<file path="config.mk">
export PLATFORM = sky130hd
export DESIGN_NAME = brg_xcel_network_rx_pipe_flat
export DESIGN_NICKNAME = d
export VERILOG_FILES = /design/src/rtl/brg_xcel_pkg.sv /design/src/rtl/brg_xcel_network_rx_pipe_if.sv /design/src/rtl/brg_xcel_rx_fifo.sv /design/src/rtl/brg_xcel_network_rx_pipe.sv /design/src/flat_wrapper.sv
export SDC_FILE = /design/constraint.sdc
export NUM_CORES = 1
export LEC_CHECK = 0
export ABC_AREA = 1
export BUFFER_PORTS_ARGS = -buffer_cell sky130_fd_sc_hd__buf_4
export CAP_MARGIN = 20
export CORE_AREA = 4 4 188 190
export CTS_CLUSTER_SIZE = 40
export DETAILED_ROUTE_END_ITERATION = 16
export DIE_AREA = 0 0 192 194
export PLACE_DENSITY = 0.68
export SLEW_MARGIN = 20
export SYNTH_ARGS = -nofsm -noshare
export SYNTH_HDL_FRONTEND = slang
export SYNTH_HIERARCHICAL = 1
export SYNTH_SLANG_ARGS = --single-unit
</file>
<file path="constraint.sdc">
create_clock -name clk_i -period 3.95 [get_ports clk_i]
set_input_delay 0.395 -clock clk_i [delete_from_list [all_inputs] [get_ports clk_i]]
set_output_delay 0.395 -clock clk_i [all_outputs]
set_load 0.03 [all_outputs]
</file>
<file path="src/rtl/brg_xcel_pkg.sv">
// Shared types for the accelerator network receive pipe.
// Request classes, buffered entry layout and address decode.
package brg_xcel_pkg;

  localparam int DATA_W = 32;
  localparam int ADDR_W = 28;
  localparam int X_W    = 6;
  localparam int Y_W    = 5;

  localparam int epa_word_addr_width_gp = 16;
  localparam int CSR_DRAM_ENABLE_IDX    = 7;

  typedef enum logic [1:0] {
    RX_CSR,
    RX_DRAM_EN,
    RX_MEM,
    RX_ILLEGAL
  } rx_class_e;

  typedef struct packed {
    rx_class_e             cls;
    logic                  we;
    logic [ADDR_W-1:0]     addr;
    logic [DATA_W-1:0]     data;
    logic [DATA_W/8-1:0]   mask;
    logic [X_W-1:0]        src_x;
    logic [Y_W-1:0]        src_y;
  } rx_entry_t;

  localparam int EPA = epa_word_addr_width_gp;

  function automatic rx_class_e rx_decode(
    input logic [ADDR_W-1:0] addr,
    input int                csr_num,
    input int                dmem_size
  );
    logic [31:0] a;
    logic        tile;
    a    = 32'(addr);
    tile = addr[EPA-1] && (addr[ADDR_W-1:EPA] == '0);
    if (tile) begin
      if (addr[EPA-2:0] == (EPA-1)'(4))
        return RX_DRAM_EN;
      return RX_ILLEGAL;
    end
    if (a < 32'(csr_num))
      return RX_CSR;
    if (a >= 32'(dmem_size) && a < 32'(2 * dmem_size))
      return RX_MEM;
    return RX_ILLEGAL;
  endfunction

endpackage

</file>
<file path="src/rtl/brg_xcel_network_rx_pipe_if.sv">
// Network-side request/response bundle of the rx pipe.
// master = network requester, slave = rx pipe.
interface brg_xcel_network_rx_pipe_if #(
  parameter int data_width_p   = 32,
  parameter int addr_width_p   = 28,
  parameter int x_cord_width_p = 6,
  parameter int y_cord_width_p = 5
);

  logic                      v_i;
  logic [data_width_p-1:0]   data_i;
  logic [data_width_p/8-1:0] mask_i;
  logic [addr_width_p-1:0]   addr_i;
  logic                      we_i;
  logic [x_cord_width_p-1:0] src_x_cord_i;
  logic [y_cord_width_p-1:0] src_y_cord_i;
  logic                      yumi_o;
  logic                      returning_v_o;
  logic [data_width_p-1:0]   returning_data_o;

  modport master (
    output v_i, data_i, mask_i, addr_i,
    output we_i, src_x_cord_i, src_y_cord_i,
    input  yumi_o, returning_v_o,
    input  returning_data_o
  );

  modport slave (
    input  v_i, data_i, mask_i, addr_i,
    input  we_i, src_x_cord_i, src_y_cord_i,
    output yumi_o, returning_v_o,
    output returning_data_o
  );

endinterface

</file>
<file path="src/rtl/brg_xcel_rx_fifo.sv">
// 1r1w request buffer with wrap-bit pointers.
// Storage is not reset; only the pointers are.
module brg_xcel_rx_fifo
  import brg_xcel_pkg::*;
#(
  parameter int els_p = 4
)(
  input  logic      clk_i,
  input  logic      reset_n_i,
  input  logic      enq_i,
  input  rx_entry_t data_i,
  input  logic      deq_i,
  output rx_entry_t data_o,
  output logic      full_o,
  output logic      empty_o
);

  localparam int ptr_w = $clog2(els_p);

  rx_entry_t        mem [els_p];
  logic [ptr_w:0]   wr_ptr;
  logic [ptr_w:0]   rd_ptr;

  always_ff @(posedge clk_i or negedge reset_n_i) begin
    if (!reset_n_i) begin
      wr_ptr <= '0;
      rd_ptr <= '0;
    end else begin
      if (enq_i)
        wr_ptr <= wr_ptr + (ptr_w+1)'(1);
      if (deq_i)
        rd_ptr <= rd_ptr + (ptr_w+1)'(1);
    end
  end

  always_ff @(posedge clk_i) begin
    if (enq_i)
      mem[wr_ptr[ptr_w-1:0]] <= data_i;
  end

  assign data_o  = mem[rd_ptr[ptr_w-1:0]];
  assign empty_o = (wr_ptr == rd_ptr);
  assign full_o  = (wr_ptr[ptr_w] != rd_ptr[ptr_w])
                && (wr_ptr[ptr_w-1:0] == rd_ptr[ptr_w-1:0]);

endmodule

</file>
<file path="src/rtl/brg_xcel_network_rx_pipe.sv">
// Network rx pipe: decode, buffer and issue requests to the
// accelerator; illegal accesses are answered locally with zero.
module brg_xcel_network_rx_pipe
  import brg_xcel_pkg::*;
#(
  parameter int data_width_p   = DATA_W,
  parameter int addr_width_p   = ADDR_W,
  parameter int x_cord_width_p = X_W,
  parameter int y_cord_width_p = Y_W,
  parameter int dmem_size_p    = 1024,
  parameter int csr_num_p      = 8,
  parameter int fifo_els_p     = 4,
  parameter int max_out_p      = 4
)(
  input  logic                      clk_i,
  input  logic                      reset_n_i,
  input  logic [x_cord_width_p-1:0] my_x_i,
  input  logic [y_cord_width_p-1:0] my_y_i,
  brg_xcel_network_rx_pipe_if.slave net,
  output logic                      rx_v_o,
  input  logic                      rx_yumi_i,
  output logic                      rx_we_o,
  output logic [addr_width_p-1:0]   rx_addr_o,
  output logic [data_width_p-1:0]   rx_wdata_o,
  output logic [data_width_p/8-1:0] rx_mask_o,
  output logic                      rx_is_csr_o,
  output logic                      rx_is_local_mem_o,
  output logic [x_cord_width_p-1:0] rx_src_x_o,
  output logic [y_cord_width_p-1:0] rx_src_y_o,
  input  logic                      rx_returning_v_i,
  input  logic [data_width_p-1:0]   rx_returning_data_i,
  output logic                      err_o,
  output logic [addr_width_p-1:0]   err_addr_o,
  input  logic                      err_clear_i
);

  localparam int cnt_w = $clog2(max_out_p + 1);

  rx_entry_t        enq_entry;
  rx_entry_t        head;
  rx_class_e        enq_cls;
  logic             full;
  logic             empty;
  logic             enq;
  logic             deq;
  logic             issue;
  logic             ill_pop;
  logic             head_ill;
  logic             can_issue;
  logic             ill_resp_r;
  logic [cnt_w-1:0] out_cnt;
  logic             unused_dbg;

  assign unused_dbg = ^{my_x_i, my_y_i};

  always_comb begin
    enq_cls         = rx_decode(net.addr_i, csr_num_p,
                                dmem_size_p);
    enq_entry       = '0;
    enq_entry.cls   = enq_cls;
    enq_entry.we    = net.we_i;
    enq_entry.addr  = net.addr_i;
    enq_entry.data  = net.data_i;
    enq_entry.mask  = net.mask_i;
    enq_entry.src_x = net.src_x_cord_i;
    enq_entry.src_y = net.src_y_cord_i;
    if (enq_cls == RX_DRAM_EN)
      enq_entry.addr = ADDR_W'(CSR_DRAM_ENABLE_IDX);
  end

  brg_xcel_rx_fifo #(
    .els_p (fifo_els_p)
  ) fifo (
    .clk_i     (clk_i),
    .reset_n_i (reset_n_i),
    .enq_i     (enq),
    .data_i    (enq_entry),
    .deq_i     (deq),
    .data_o    (head),
    .full_o    (full),
    .empty_o   (empty)
  );

  assign enq        = reset_n_i & net.v_i & ~full;
  assign net.yumi_o = enq;

  assign head_ill  = ~empty & (head.cls == RX_ILLEGAL);
  assign can_issue = out_cnt < cnt_w'(max_out_p);
  assign rx_v_o    = reset_n_i & ~empty & ~head_ill
                   & can_issue;
  assign issue     = rx_v_o & rx_yumi_i;
  // Illegal heads drain only once older responses are out.
  assign ill_pop   = reset_n_i & head_ill & (out_cnt == '0);
  assign deq       = issue | ill_pop;

  always_ff @(posedge clk_i or negedge reset_n_i) begin
    if (!reset_n_i) begin
      out_cnt <= '0;
    end else begin
      unique case ({issue, rx_returning_v_i})
        2'b10:   out_cnt <= out_cnt + cnt_w'(1);
        2'b01:   if (out_cnt != '0)
                   out_cnt <= out_cnt - cnt_w'(1);
        default: out_cnt <= out_cnt;
      endcase
    end
  end

  always_ff @(posedge clk_i or negedge reset_n_i) begin
    if (!reset_n_i)
      ill_resp_r <= 1'b0;
    else
      ill_resp_r <= ill_pop;
  end

  always_ff @(posedge clk_i or negedge reset_n_i) begin
    if (!reset_n_i) begin
      err_o      <= 1'b0;
      err_addr_o <= '0;
    end else if (ill_pop && (!err_o || err_clear_i)) begin
      err_o      <= 1'b1;
      err_addr_o <= head.addr;
    end else if (err_clear_i) begin
      err_o      <= 1'b0;
      err_addr_o <= '0;
    end
  end

  assign net.returning_v_o    = reset_n_i
                              & (rx_returning_v_i | ill_resp_r);
  assign net.returning_data_o = (reset_n_i & rx_returning_v_i)
                              ? rx_returning_data_i : '0;

  assign rx_we_o           = ~empty & head.we;
  assign rx_addr_o         = empty ? '0 : head.addr;
  assign rx_wdata_o        = empty ? '0 : head.data;
  assign rx_mask_o         = empty ? '0 : head.mask;
  assign rx_src_x_o        = empty ? '0 : head.src_x;
  assign rx_src_y_o        = empty ? '0 : head.src_y;
  assign rx_is_csr_o       = ~empty & ((head.cls == RX_CSR)
                           | (head.cls == RX_DRAM_EN));
  assign rx_is_local_mem_o = ~empty & (head.cls == RX_MEM);

  always @(posedge clk_i) begin
    if (reset_n_i) begin
      assert (!(rx_returning_v_i && ill_resp_r));
      assert (!(rx_returning_v_i && out_cnt == '0));
    end
  end

endmodule

</file>
<file path="src/flat_wrapper.sv">
// flat-port wrapper written by rule: the top's interface ports become plain ports
module brg_xcel_network_rx_pipe_flat import brg_xcel_pkg::*;
#(
  parameter int data_width_p   = DATA_W,
  parameter int addr_width_p   = ADDR_W,
  parameter int x_cord_width_p = X_W,
  parameter int y_cord_width_p = Y_W,
  parameter int dmem_size_p    = 1024,
  parameter int csr_num_p      = 8,
  parameter int fifo_els_p     = 4,
  parameter int max_out_p      = 4
)
  (clk_i, reset_n_i, my_x_i, my_y_i, rx_v_o, rx_yumi_i, rx_we_o, rx_addr_o, rx_wdata_o, rx_mask_o, rx_is_csr_o, rx_is_local_mem_o, rx_src_x_o, rx_src_y_o, rx_returning_v_i, rx_returning_data_i, err_o, err_addr_o, err_clear_i, net_v_i, net_data_i, net_mask_i, net_addr_i, net_we_i, net_src_x_cord_i, net_src_y_cord_i, net_yumi_o, net_returning_v_o, net_returning_data_o);
  brg_xcel_network_rx_pipe_if #(.data_width_p(data_width_p), .addr_width_p(addr_width_p), .x_cord_width_p(x_cord_width_p), .y_cord_width_p(y_cord_width_p)) net_i ();
  input  logic clk_i;
  input  logic reset_n_i;
  input  logic [x_cord_width_p-1:0] my_x_i;
  input  logic [y_cord_width_p-1:0] my_y_i;
  output logic rx_v_o;
  input  logic rx_yumi_i;
  output logic rx_we_o;
  output logic [addr_width_p-1:0] rx_addr_o;
  output logic [data_width_p-1:0] rx_wdata_o;
  output logic [data_width_p/8-1:0] rx_mask_o;
  output logic rx_is_csr_o;
  output logic rx_is_local_mem_o;
  output logic [x_cord_width_p-1:0] rx_src_x_o;
  output logic [y_cord_width_p-1:0] rx_src_y_o;
  input  logic rx_returning_v_i;
  input  logic [data_width_p-1:0] rx_returning_data_i;
  output logic err_o;
  output logic [addr_width_p-1:0] err_addr_o;
  input  logic err_clear_i;
  input wire logic [$bits(net_i.v_i)-1:0] net_v_i;
  input wire logic [$bits(net_i.data_i)-1:0] net_data_i;
  input wire logic [$bits(net_i.mask_i)-1:0] net_mask_i;
  input wire logic [$bits(net_i.addr_i)-1:0] net_addr_i;
  input wire logic [$bits(net_i.we_i)-1:0] net_we_i;
  input wire logic [$bits(net_i.src_x_cord_i)-1:0] net_src_x_cord_i;
  input wire logic [$bits(net_i.src_y_cord_i)-1:0] net_src_y_cord_i;
  output wire logic [$bits(net_i.yumi_o)-1:0] net_yumi_o;
  output wire logic [$bits(net_i.returning_v_o)-1:0] net_returning_v_o;
  output wire logic [$bits(net_i.returning_data_o)-1:0] net_returning_data_o;
  assign net_i.v_i = net_v_i;
  assign net_i.data_i = net_data_i;
  assign net_i.mask_i = net_mask_i;
  assign net_i.addr_i = net_addr_i;
  assign net_i.we_i = net_we_i;
  assign net_i.src_x_cord_i = net_src_x_cord_i;
  assign net_i.src_y_cord_i = net_src_y_cord_i;
  assign net_yumi_o = net_i.yumi_o;
  assign net_returning_v_o = net_i.returning_v_o;
  assign net_returning_data_o = net_i.returning_data_o;
  brg_xcel_network_rx_pipe #(.data_width_p(data_width_p), .addr_width_p(addr_width_p), .x_cord_width_p(x_cord_width_p), .y_cord_width_p(y_cord_width_p), .dmem_size_p(dmem_size_p), .csr_num_p(csr_num_p), .fifo_els_p(fifo_els_p), .max_out_p(max_out_p)) u_core (.clk_i(clk_i), .reset_n_i(reset_n_i), .my_x_i(my_x_i), .my_y_i(my_y_i), .net(net_i), .rx_v_o(rx_v_o), .rx_yumi_i(rx_yumi_i), .rx_we_o(rx_we_o), .rx_addr_o(rx_addr_o), .rx_wdata_o(rx_wdata_o), .rx_mask_o(rx_mask_o), .rx_is_csr_o(rx_is_csr_o), .rx_is_local_mem_o(rx_is_local_mem_o), .rx_src_x_o(rx_src_x_o), .rx_src_y_o(rx_src_y_o), .rx_returning_v_i(rx_returning_v_i), .rx_returning_data_i(rx_returning_data_i), .err_o(err_o), .err_addr_o(err_addr_o), .err_clear_i(err_clear_i));
endmodule
</file>
* Yosys cells after proc, flatten, opt, wreduce, memory -nomap -nowiden *
Memory sizes are Yosys's and may differ from the RTL's.
Cells that the tools add are included.

storage, ports and cells
  bits in registers = 39
  bits in writable memories = 312
  input bits = 125
  output and inout port bits = 142
  logic and storage cells = 90
  memories kept = 1

operators by class
  add/subtract/negate cells = 4
  magnitude comparators = 4
  equal/unequal tests = 11
  multiplexer cells = 31
  bitwise logic cells = 20
  reduce and logical (&&, ||, !) cells = 13

memory list
  memory           words  bits a word  read ports  clocked after Yosys merged registers in  write ports  RTL line                RTL
  u_core.fifo.mem  4      78           1           0                                        1            brg_xcel_rx_fifo.sv:20  rx_entry_t mem [els_p];

operators with widths
  cell                                                    count
  2-to-1 mux 28 bit                                       4
  2-to-1 mux 32 bit                                       2
  >= comparator 28 x 11 -> 1 bit (second input constant)  1
  < comparator 28 x 12 -> 1 bit (second input constant)   1
  < comparator 28 x 4 -> 1 bit (second input constant)    1
  2-to-1 mux 2 bit                                        8
  equality test 15 x 3 -> 1 bit (second input constant)   1
  AND 1 bit                                               14
  zero test 12 bit                                        1
  2-to-1 mux 1 bit                                        12
  adder 3 x 1 -> 3 bit (second input constant)            3
  equality test 2 x 1 -> 1 bit (second input constant)    3
  equality test 2 bit (second input constant)             3
  2-to-1 mux 6 bit                                        1
  one-hot mux 3 bit (2 select lines)                      1
  2-to-1 mux 5 bit                                        1
  logical AND 1 bit                                       4
  2-to-1 mux 4 bit                                        1
  nonzero test 2 bit                                      2
  equality test 3 bit                                     1
  zero test 3 bit                                         1
  < comparator 3 bit (second input constant)              1
  2-to-1 mux 3 bit                                        1
  NOT 1 bit                                               3
  10 further kinds                                        12

* Longest topological paths before layout *
Gate-level depths: netlist (run 1).

  depth after elaboration = 12
  gate-level depth with buffers = 18

* By module *
The synthesis (run 1) kept the hierarchy.

by module, submodules not included
  module                    instances  cells an instance  area each (um^2)
  brg_xcel_rx_fifo          1          1030               13002.5
  brg_xcel_network_rx_pipe  1          436                2712.6

* Least setup slack after synthesis (run 1) *
OpenSTA, ideal clock, no wires.

  path type = register -> register
  from = reg u_core.fifo.rd_ptr[0]
  to = mem u_core/fifo/mem[3][0] in the netlist's numbering, enable pin
  arrival = 3.320 ns
  required time = 3.518 ns
  setup slack = 0.198 ns
  cell stages (with the launch flop) = 12
  clock period less this slack = 3.752 ns
  cell sequence = dfrtp_1 buf_4 inv_2 buf_6 nand2_1 nand2_1 nand2_1 nor2_1 nor2_1 clkbuf_1 nand2_1 inv_1

between the ends
  cells in the longest elaborated chain, start to end = 6

RTL lines
  element                                 RTL line                        RTL
  from (decl)                             brg_xcel_rx_fifo.sv:22          logic [ptr_w:0] rd_ptr;
  from (signal assigned)                  brg_xcel_rx_fifo.sv:32          rd_ptr <= rd_ptr + (ptr_w+1)'(1);
  equality test 2 bit                     brg_xcel_rx_fifo.sv:44          && (wr_ptr[ptr_w-1:0] == rd_ptr[ptr_w-1:0]);
  logical AND 1 bit                       brg_xcel_rx_fifo.sv:44
  named net u_core.full                   brg_xcel_network_rx_pipe.sv:42  logic full;
  NOT 1 bit                               brg_xcel_network_rx_pipe.sv:84  assign enq = reset_n_i & net.v_i & ~full;
  AND 1 bit                               brg_xcel_network_rx_pipe.sv:84
  named net net_yumi_o                    flat_wrapper.sv:41              output wire logic [$bits(net_i.yumi_o)-1:0] net_yumi_o;
  2-to-1 mux 1 bit                        brg_xcel_rx_fifo.sv:37          if (enq_i)
  2-to-1 mux 1 bit (not written as such)  brg_xcel_rx_fifo.sv:38          mem[wr_ptr[ptr_w-1:0]] <= data_i;
  to (decl)                               brg_xcel_rx_fifo.sv:20

The timed path passes the listed nets, and every way through them passes these cells.

* Worst setup path in the final report (run 1) *
  from = reg u_core.fifo.rd_ptr[0]
  to = out rx_wdata_o[16]

between the ends
  cells in the longest elaborated chain, start to end = 2
  elaborated cells on any way between the ends = 3

RTL lines
  element                 RTL line                         RTL
  equality test 3 bit     brg_xcel_rx_fifo.sv:42           assign empty_o = (wr_ptr == rd_ptr);
  named net u_core.empty  brg_xcel_network_rx_pipe.sv:43   logic empty;
  2-to-1 mux 32 bit       brg_xcel_network_rx_pipe.sv:136  assign rx_wdata_o = empty ? '0 : head.data;
  to (decl)               flat_wrapper.sv:23               output logic [data_width_p-1:0] rx_wdata_o;

The timed path passes the listed nets, and every way through them passes these cells.

==> reports/metrics.yaml, run 1 <==
dp.final_hpwl_um: 21600
timing_max_transition_violations_final: 0
root_buffer: "sky130_fd_sc_hd__clkbuf_16"
grt_antenna_before_repair: 2
synthesis.area_mm2: 0.0157
placementRows: 67
crit_top_cell: "sky130_fd_sc_hd__nand2_1"
drive_above_1_share: 0.248
first_global_vias: 10100
switching_share: 0.416
area.growth.synth_to_final_pct: 22.0
net-switching-power_w: 0.00617
synth_top_cells_by_area: "sky130_fd_sc_hd__edfxtp_1 (60%), sky130_fd_sc_hd__nand2_1 (8.2%), sky130_fd_sc_hd__inv_1 (6.8%)"
grt_pass1_wl_um: 54100
post-route-min-period_ns: 3.48
grt_setup_unrepaired: "no"
cts_inserted_buffers: 39
worst-endpoint-arrival_ns: 3.09
drt.antenna.violating_nets: 0
fp.coreArea_mm2: 0.0334
crit_path_cell_trace: "inv_6, nand2_1, nand2_1, nand2_1, nor2_4, buf_4, nor2_1, buf_4"
detail_route.iter0.violations: 499
die_area_mm2: 0.0372
pwr-share-clk: 0.233
synth_top_flop_cell: "sky130_fd_sc_hd__edfxtp_1"
floorplan.die.width_um: 192
fin_crit_sh: 0.882
ys_ff_latch: 351
synth_top_area_frac: 0.596
cts_setup_buffers: 0
max_cap_violations: 0
report.power.total_w: 0.0148
power.share.combinational: 0.443
cts.sink_count: 351
start_util: 0.470
largest_net_degree_at_the_start_of_global_routing: 78
post-route-drc-count: 0
crit_required_ns: 3.56
crit_family: "buffers and inverters"
cts-resized-gates: 0
wl_um: 34600
syn_inst: 1466
timing.critical_path.to_type: "primary output"
grt_util_all_layers: 0.181
detailedRoute.firstPassIterationCount: 5
die_height_um: 194
power_report.internal_total_w: 0.00865
status: "completed"
ir_worst_vdd_mv: 0.713
cp_max_fanout: 77
final_net_count: 1816
ctsHoldBuffers: 1
cts.path.max_buffers: 3
crit_path_start_kind: "flip-flop"
portBuffers: 255
timing.setup.critical_path_class: "reg2out"
tritoncts_clock_tree: "yes"
timing.final.hold_violations: 0
total_number_of_h_tree_levels: 2
dominant_cell_by_count_in_the_synthesized_netlist: "sky130_fd_sc_hd__nand2_1"
synthesized_nets: 1597
netlist-cell-type-count: 32
finalInstanceArea_mm2: 0.0192
final_setup_fails: 0
critPathBufInv: 3
area.sequential_mm2: 0.0104
synth_seq_area_share: 0.658
timing.slew.headroom: 0.341
least_margin_pin_slew_ns: 0.986
powerDensity_mw_per_mm2: 773
maxClockFrequency_mhz: 287
timing.critical_path.slowest_cell_delay_ns: 0.69
yosys-top-cells-count: "sky130_fd_sc_hd__nand2_1 (344), sky130_fd_sc_hd__edfxtp_1 (312), sky130_fd_sc_hd__inv_1 (285)"
globalplace.congestion: 0.711
yosysWarnings: 6
synth-edff-count: 312
insertion_delay_ns: 0.52
synth-async-reset-ratio: 0.111
clock_transition_time_at_the_flip_flop_clock_pins_of_the_worst_setup_and_hold_paths_ns: 0.06
fin_worst_skew_ns: 0.0135
antenna_cells: 0
vias: 10400
fill_cells: 2739
multi_input_area_mm2: 0.00373
postSynthAreaPerCell_um2: 10.7
route.detailed.wl_per_inst_um: 16.0
min-delay-path-class: "in2reg"
post_drt_via_cell_ratio: 4.80
dpl-instance-area_mm2: 0.0179
fraction_of_power_consumed_by_sequential_logic: 0.323
global_route.overflow_total: 0
leakagePower_nw: 8.55
synth_area_leader_cell: "sky130_fd_sc_hd__edfxtp_1"
ioPinCount: 267
critical-path-slowest-cell: "sky130_fd_sc_hd__buf_4"
timing.setup.tns_ns: 0
## power by group through the flow
stage	clock, W	sequential, W	combinational, W
final	0.00346	0.00479	0.00657
after global routing	0.00372	0.00483	0.00719
after CTS	0.00356	0.00479	0.00665
after detailed placement	0	0.00487	0.00663
after global placement	0	0.00485	0.00654
after floorplan	0	0.00477	0.00456
## flip-flops by register name, summed over array words and instances (netlist names)
name	cells
u_core/err_o	1
u_core/err_addr_o	28
u_core/fifo/mem	312
u_core/fifo/wr_ptr	3
u_core/ill_resp_r	1
u_core/out_cnt	3
u_core/fifo/rd_ptr	3
## cells in the final DEF, fill, tap and decap left out, types with 2 or more instances in the layout
| cell | instances |
|---|---|
| sky130_fd_sc_hd__bufinv_16 | 2 |
| sky130_fd_sc_hd__ha_1 | 5 |
| sky130_fd_sc_hd__clkinvlp_4 | 2 |
| sky130_fd_sc_hd__o21ai_0 | 87 |
| sky130_fd_sc_hd__o21ai_2 | 20 |
| sky130_fd_sc_hd__o211ai_2 | 40 |
| sky130_fd_sc_hd__inv_1 | 281 |
| sky130_fd_sc_hd__nand2_1 | 344 |
| sky130_fd_sc_hd__nor2_1 | 131 |
| sky130_fd_sc_hd__clkbuf_1 | 8 |
| sky130_fd_sc_hd__dfrtp_1 | 37 |
| sky130_fd_sc_hd__nand3_1 | 15 |
| sky130_fd_sc_hd__inv_4 | 3 |
| sky130_fd_sc_hd__o211ai_1 | 38 |
| sky130_fd_sc_hd__buf_4 | 266 |
| sky130_fd_sc_hd__or2_2 | 2 |
| sky130_fd_sc_hd__nand3_2 | 20 |
| sky130_fd_sc_hd__clkbuf_8 | 4 |
| sky130_fd_sc_hd__inv_6 | 4 |
| sky130_fd_sc_hd__and2_1 | 2 |
| sky130_fd_sc_hd__nor3_1 | 5 |
| sky130_fd_sc_hd__o21ai_1 | 2 |
| sky130_fd_sc_hd__edfxtp_1 | 312 |
| sky130_fd_sc_hd__clkinv_2 | 7 |
| sky130_fd_sc_hd__buf_12 | 9 |
| sky130_fd_sc_hd__dfrtp_4 | 2 |
| sky130_fd_sc_hd__nand4_1 | 3 |
| sky130_fd_sc_hd__clkinv_1 | 9 |
| sky130_fd_sc_hd__clkbuf_16 | 40 |
| sky130_fd_sc_hd__xnor2_1 | 3 |
| sky130_fd_sc_hd__xor2_1 | 4 |
## path summary, 6_finish.rpt
kind	end	startpoint	slack, ns	cells after the start
hold / removal	u_core/fifo/mem[3][41]	net_data_i[26]	0.07	1
setup / recovery	rx_wdata_o[16]	u_core/fifo/rd_ptr[0]	0.47	8
max in group asynchronous	u_core/fifo/rd_ptr[1]	reset_n_i	3.11	2
setup reg to reg	u_core/out_cnt[2]	u_core/fifo/rd_ptr[0]	0.91	12
min in group asynchronous	u_core/err_addr_o[8]	reset_n_i	0.39	2
hold reg to reg	u_core/out_cnt[0]	u_core/out_cnt[0]	0.51	1
## cell families (layout without fill, tap and decap cells)
kind of cell	Yosys count	in the layout	synth area share
flip-flops	351	351	0.658
AO/OA/AOI/OAI	188	188	0.0898
AND/OR/NAND/NOR	527	527	0.138
XOR/XNOR	7	7	0.00390
adder cells (fa/ha/maj)	6	6	0.00525
buffers and inverters	387	637	0.105
## layer usage
| layer | track usage | vias to the layer above | routed length [um] |
|---|---|---|---|
| li1 | - | 5146 | - |
| met1 | 0.235 | 4861 | 14400 |
| met2 | 0.312 | 315 | 16800 |
| met3 | 0.0385 | 55 | 2610 |
| met4 | 0.0460 | 4 | 679 |
| met5 | 0 | - | 28 |
## worst register-to-register path, cell delays in order, from the launching register on
cell                       delay, ns
sky130_fd_sc_hd__dfrtp_4        0.66
sky130_fd_sc_hd__buf_4          0.63
sky130_fd_sc_hd__nand2_1        0.12
sky130_fd_sc_hd__o21ai_0        0.10
sky130_fd_sc_hd__nand2_1        0.06
sky130_fd_sc_hd__nand2_1        0.20
sky130_fd_sc_hd__nand3_4        0.12
sky130_fd_sc_hd__nand3_1        0.17
sky130_fd_sc_hd__nand2_1        0.11
sky130_fd_sc_hd__fa_1           0.39
sky130_fd_sc_hd__nand3b_1       0.20
sky130_fd_sc_hd__nand4_1        0.12
sky130_fd_sc_hd__nand2_1        0.05
## final cells by class
class / count / area share
clock buffer: 52 / 0.0566
sequential: 351 / 0.540
tap: 448 / 0.0292
timing repair buffer: 276 / 0.114
clock inverter: 20 / 0.00809
inverter: 289 / 0.0574
multi-input combinational: 728 / 0.195
## metrics by stage
step / setup slack [ns] / util / cells / hold WS [ns]
after floorplan: 0.198 / - / 1466 / 0.0994
after global placement: 1.01 / 0.536 / 2091 / 0.420
after detailed placement: 0.933 / 0.536 / 2091 / 0.422
after CTS: 0.428 / 0.573 / 2164 / 0.0490
after global routing: 0.209 / 0.573 / 2164 / 0.0487
final: 0.467 / 0.573 / 2164 / 0.0713
Power figures use the tool's default switching activity.
==> run 2: changes to the inputs <==
BUFFER_PORTS_ARGS = not set   (was -buffer_cell sky130_fd_sc_hd__buf_4)
DONT_BUFFER_PORTS = 1   (was not set)
PLACE_DENSITY = not set   (was 0.68)
==> reports/metrics.yaml, run 2 (synthesis gave the netlist of run 1 again) <==
post_layout_nonfiller_instances: 1988  # -8.1%
global_route.overflow_total: 0  # unchanged
crit_path_start_kind: "flip-flop"
vias: 9753  # -6.0%
timing.critical_path.to_type: "primary output"
post_drt_via_cell_ratio: 4.91  # +2.3%
maxClockFrequency_mhz: 311  # +8.2%
grt_pass1_wl_um: 52200  # -3.5%
antenna_cells: 0  # unchanged
cts-resized-gates: 0  # unchanged
timing.critical_path.slowest_cell_delay_ns: 0.62  # -0.07 ns
dp.final_hpwl_um: 20600  # -4.6%
detailedRoute.firstPassIterationCount: 5  # unchanged
die_height_um: 194  # unchanged
cts_setup_buffers: 0  # unchanged
tritoncts_clock_tree: "yes"
ioPinCount: 267  # unchanged
max_cap_violations: 0  # unchanged
powerDensity_mw_per_mm2: 758  # -1.9%
grt_setup_unrepaired: "no"
grt_util_all_layers: 0.178  # -0.00317
fp.coreArea_mm2: 0.0334  # unchanged
floorplan.die.width_um: 192  # unchanged
post-route-min-period_ns: 3.22  # -0.264 ns
post-route-drc-count: 0  # unchanged
die_area_mm2: 0.0372  # unchanged
timing_max_transition_violations_final: 0  # unchanged
crit_required_ns: 3.56  # about the same
drt.antenna.violating_nets: 0  # unchanged
least_margin_pin_slew_ns: 0.926  # -0.0603 ns
multi_input_area_mm2: 0.00373  # unchanged
clock_transition_time_at_the_flip_flop_clock_pins_of_the_worst_setup_and_hold_paths_ns: 0.06  # about the same
total_number_of_h_tree_levels: 2  # unchanged
crit_top_cell: "sky130_fd_sc_hd__nand2_1"
timing.final.hold_violations: 0  # unchanged
fin_crit_sh: 0.815  # -0.0669
leakagePower_nw: 7.62  # -11%
cp_max_fanout: 51  # -34%
fin_worst_skew_ns: 0.0152  # +0.00175 ns
area.sequential_mm2: 0.0104  # unchanged
worst-endpoint-arrival_ns: 2.82  # -0.27 ns
final_net_count: 1640  # -9.7%
grt_antenna_before_repair: 0  # -2
report.power.total_w: 0.0137  # -7.9%
detail_route.iter0.violations: 518  # +3.8%
drive_above_1_share: 0.116  # -0.133
portBuffers: 0  # -100%
insertion_delay_ns: 0.52  # about the same
cts.sink_count: 351  # unchanged
final_common_cell: "sky130_fd_sc_hd__nand2_1"
crit_path_cell_trace: "inv_6, nand2_1, nand2_1, nand2_1, nor2_4, buf_4, nor2_1"
final_setup_fails: 0  # unchanged
fraction_of_power_consumed_by_sequential_logic: 0.348  # +0.025
ir_worst_vdd_mv: 0.706  # -0.96%
finalInstanceArea_mm2: 0.0180  # -6.1%
dpl-instance-area_mm2: 0.0160  # -11%
root_buffer: "sky130_fd_sc_hd__clkbuf_16"
hold_depth: 1  # unchanged
placed_cells_incl_taps: 1841  # -12%
r2r.worst_path.cells: 14  # +2
cts_inserted_buffers: 39  # unchanged
power.share.combinational: 0.401  # -0.042
status: "completed"
wl_um: 34400  # -0.43%
largest_register_ff_count: 312  # unchanged
pwr-share-clk: 0.251  # +0.018
switching_share: 0.438  # +0.0221
net-switching-power_w: 0.00598  # -3.0%
timing.slew.headroom: 0.381  # +0.0403
globalplace.congestion: 0.762  # +7.3%
route.detailed.wl_per_inst_um: 17.3  # +8.4%
area.growth.synth_to_final_pct: 14.6
largest_net_degree_at_the_start_of_global_routing: 85  # +9.0%
first_global_vias: 9227  # -9.0%
min-delay-path-class: "in2reg"
fill_cells: 2900  # +5.9%
placementRows: 67  # unchanged
layout_common_cells: "sky130_fd_sc_hd__nand2_1 (344), sky130_fd_sc_hd__edfxtp_1 (312), sky130_fd_sc_hd__inv_1 (281), sky130_fd_sc_hd__nor2_1 (131), sky130_fd_sc_hd__o21ai_0 (87)"
start_util: 0.470  # unchanged
cts.path.max_buffers: 3  # unchanged
power_report.internal_total_w: 0.00767  # -11%
critical-path-slowest-cell: "sky130_fd_sc_hd__dfrtp_4"
timing.setup.tns_ns: 0  # unchanged
timing.setup.critical_path_class: "reg2out"
==> run 2: cell types whose count changed in the layout (fill, tap and decap cells not counted), sizes merged <==
cell	before	now
dlygate4sd3	1	74
clkinv	16	18
buf	275	26
inv	289	288
clkinvlp	2	1
==> run 2: timing repair <==
action                     4_1_cts  5_1_grt
setup endpoints to repair        0        0
hold buffers                    75        0
hold endpoints to repair       331        0
==> run 2: power groups by stage <==
stage	registers, W	logic, W	clock network [W]
floorplan	0.00477	0.00456	0
global placement	0.00481	0.00542	0
detailed placement	0.00483	0.00545	0
CTS	0.00475	0.00557	0.00354
global route	0.00479	0.00601	0.00369
finish	0.00475	0.00548	0.00343
==> run 2: final timing paths <==
kind | from | to | slack, ns
setup / recovery | u_core/fifo/rd_ptr[0] | rx_wdata_o[31] | 0.73
hold / removal | net_addr_i[0] | u_core/fifo/mem[0][47] | 0.1
setup reg to reg | u_core/fifo/rd_ptr[0] | u_core/out_cnt[2] | 1.21
hold reg to reg | u_core/out_cnt[0] | u_core/out_cnt[0] | 0.50
max in group asynchronous | reset_n_i | u_core/fifo/rd_ptr[1] | 3.35
min in group asynchronous | reset_n_i | u_core/err_addr_o[14] | 0.36
==> run 2: area by class of cell <==
class | count | share of cell area
clock buffers | 52 | 0.0586
repair buffers | 100 | 0.0575
inverters | 289 | 0.0611
clock inverters | 20 | 0.00952
flip-flops and latches | 351 | 0.575
well taps | 448 | 0.0311
multi-input cells | 728 | 0.207
==> run 2: metal layers <==
layer	vias up	GRT usage	share of wire
met1	4612	0.239	0.43
li1	4795	-	-
met2	301	0.298	0.48
met3	45	0.0405	0.073
met4	0	0.0404	0.016
met5	-	0	0
==> run 2: stage by stage <==
step,hold slack [ns],util,setup slack [ns]
global placement,0.100,0.479,1.19
floorplan,0.0994,-,0.198
CTS,0.0721,0.538,0.644
global route,0.0750,0.538,0.494
detailed placement,0.101,0.479,1.19
finish,0.0977,0.538,0.731
==> run 2: critical path: cells and delay by family, from the launching register on <==
kind | cells | cell delay (ns)
AND/OR/NAND/NOR | 5 | 0.75
buffers and inverters | 2 | 0.87
flip-flops | 1 | 0.62
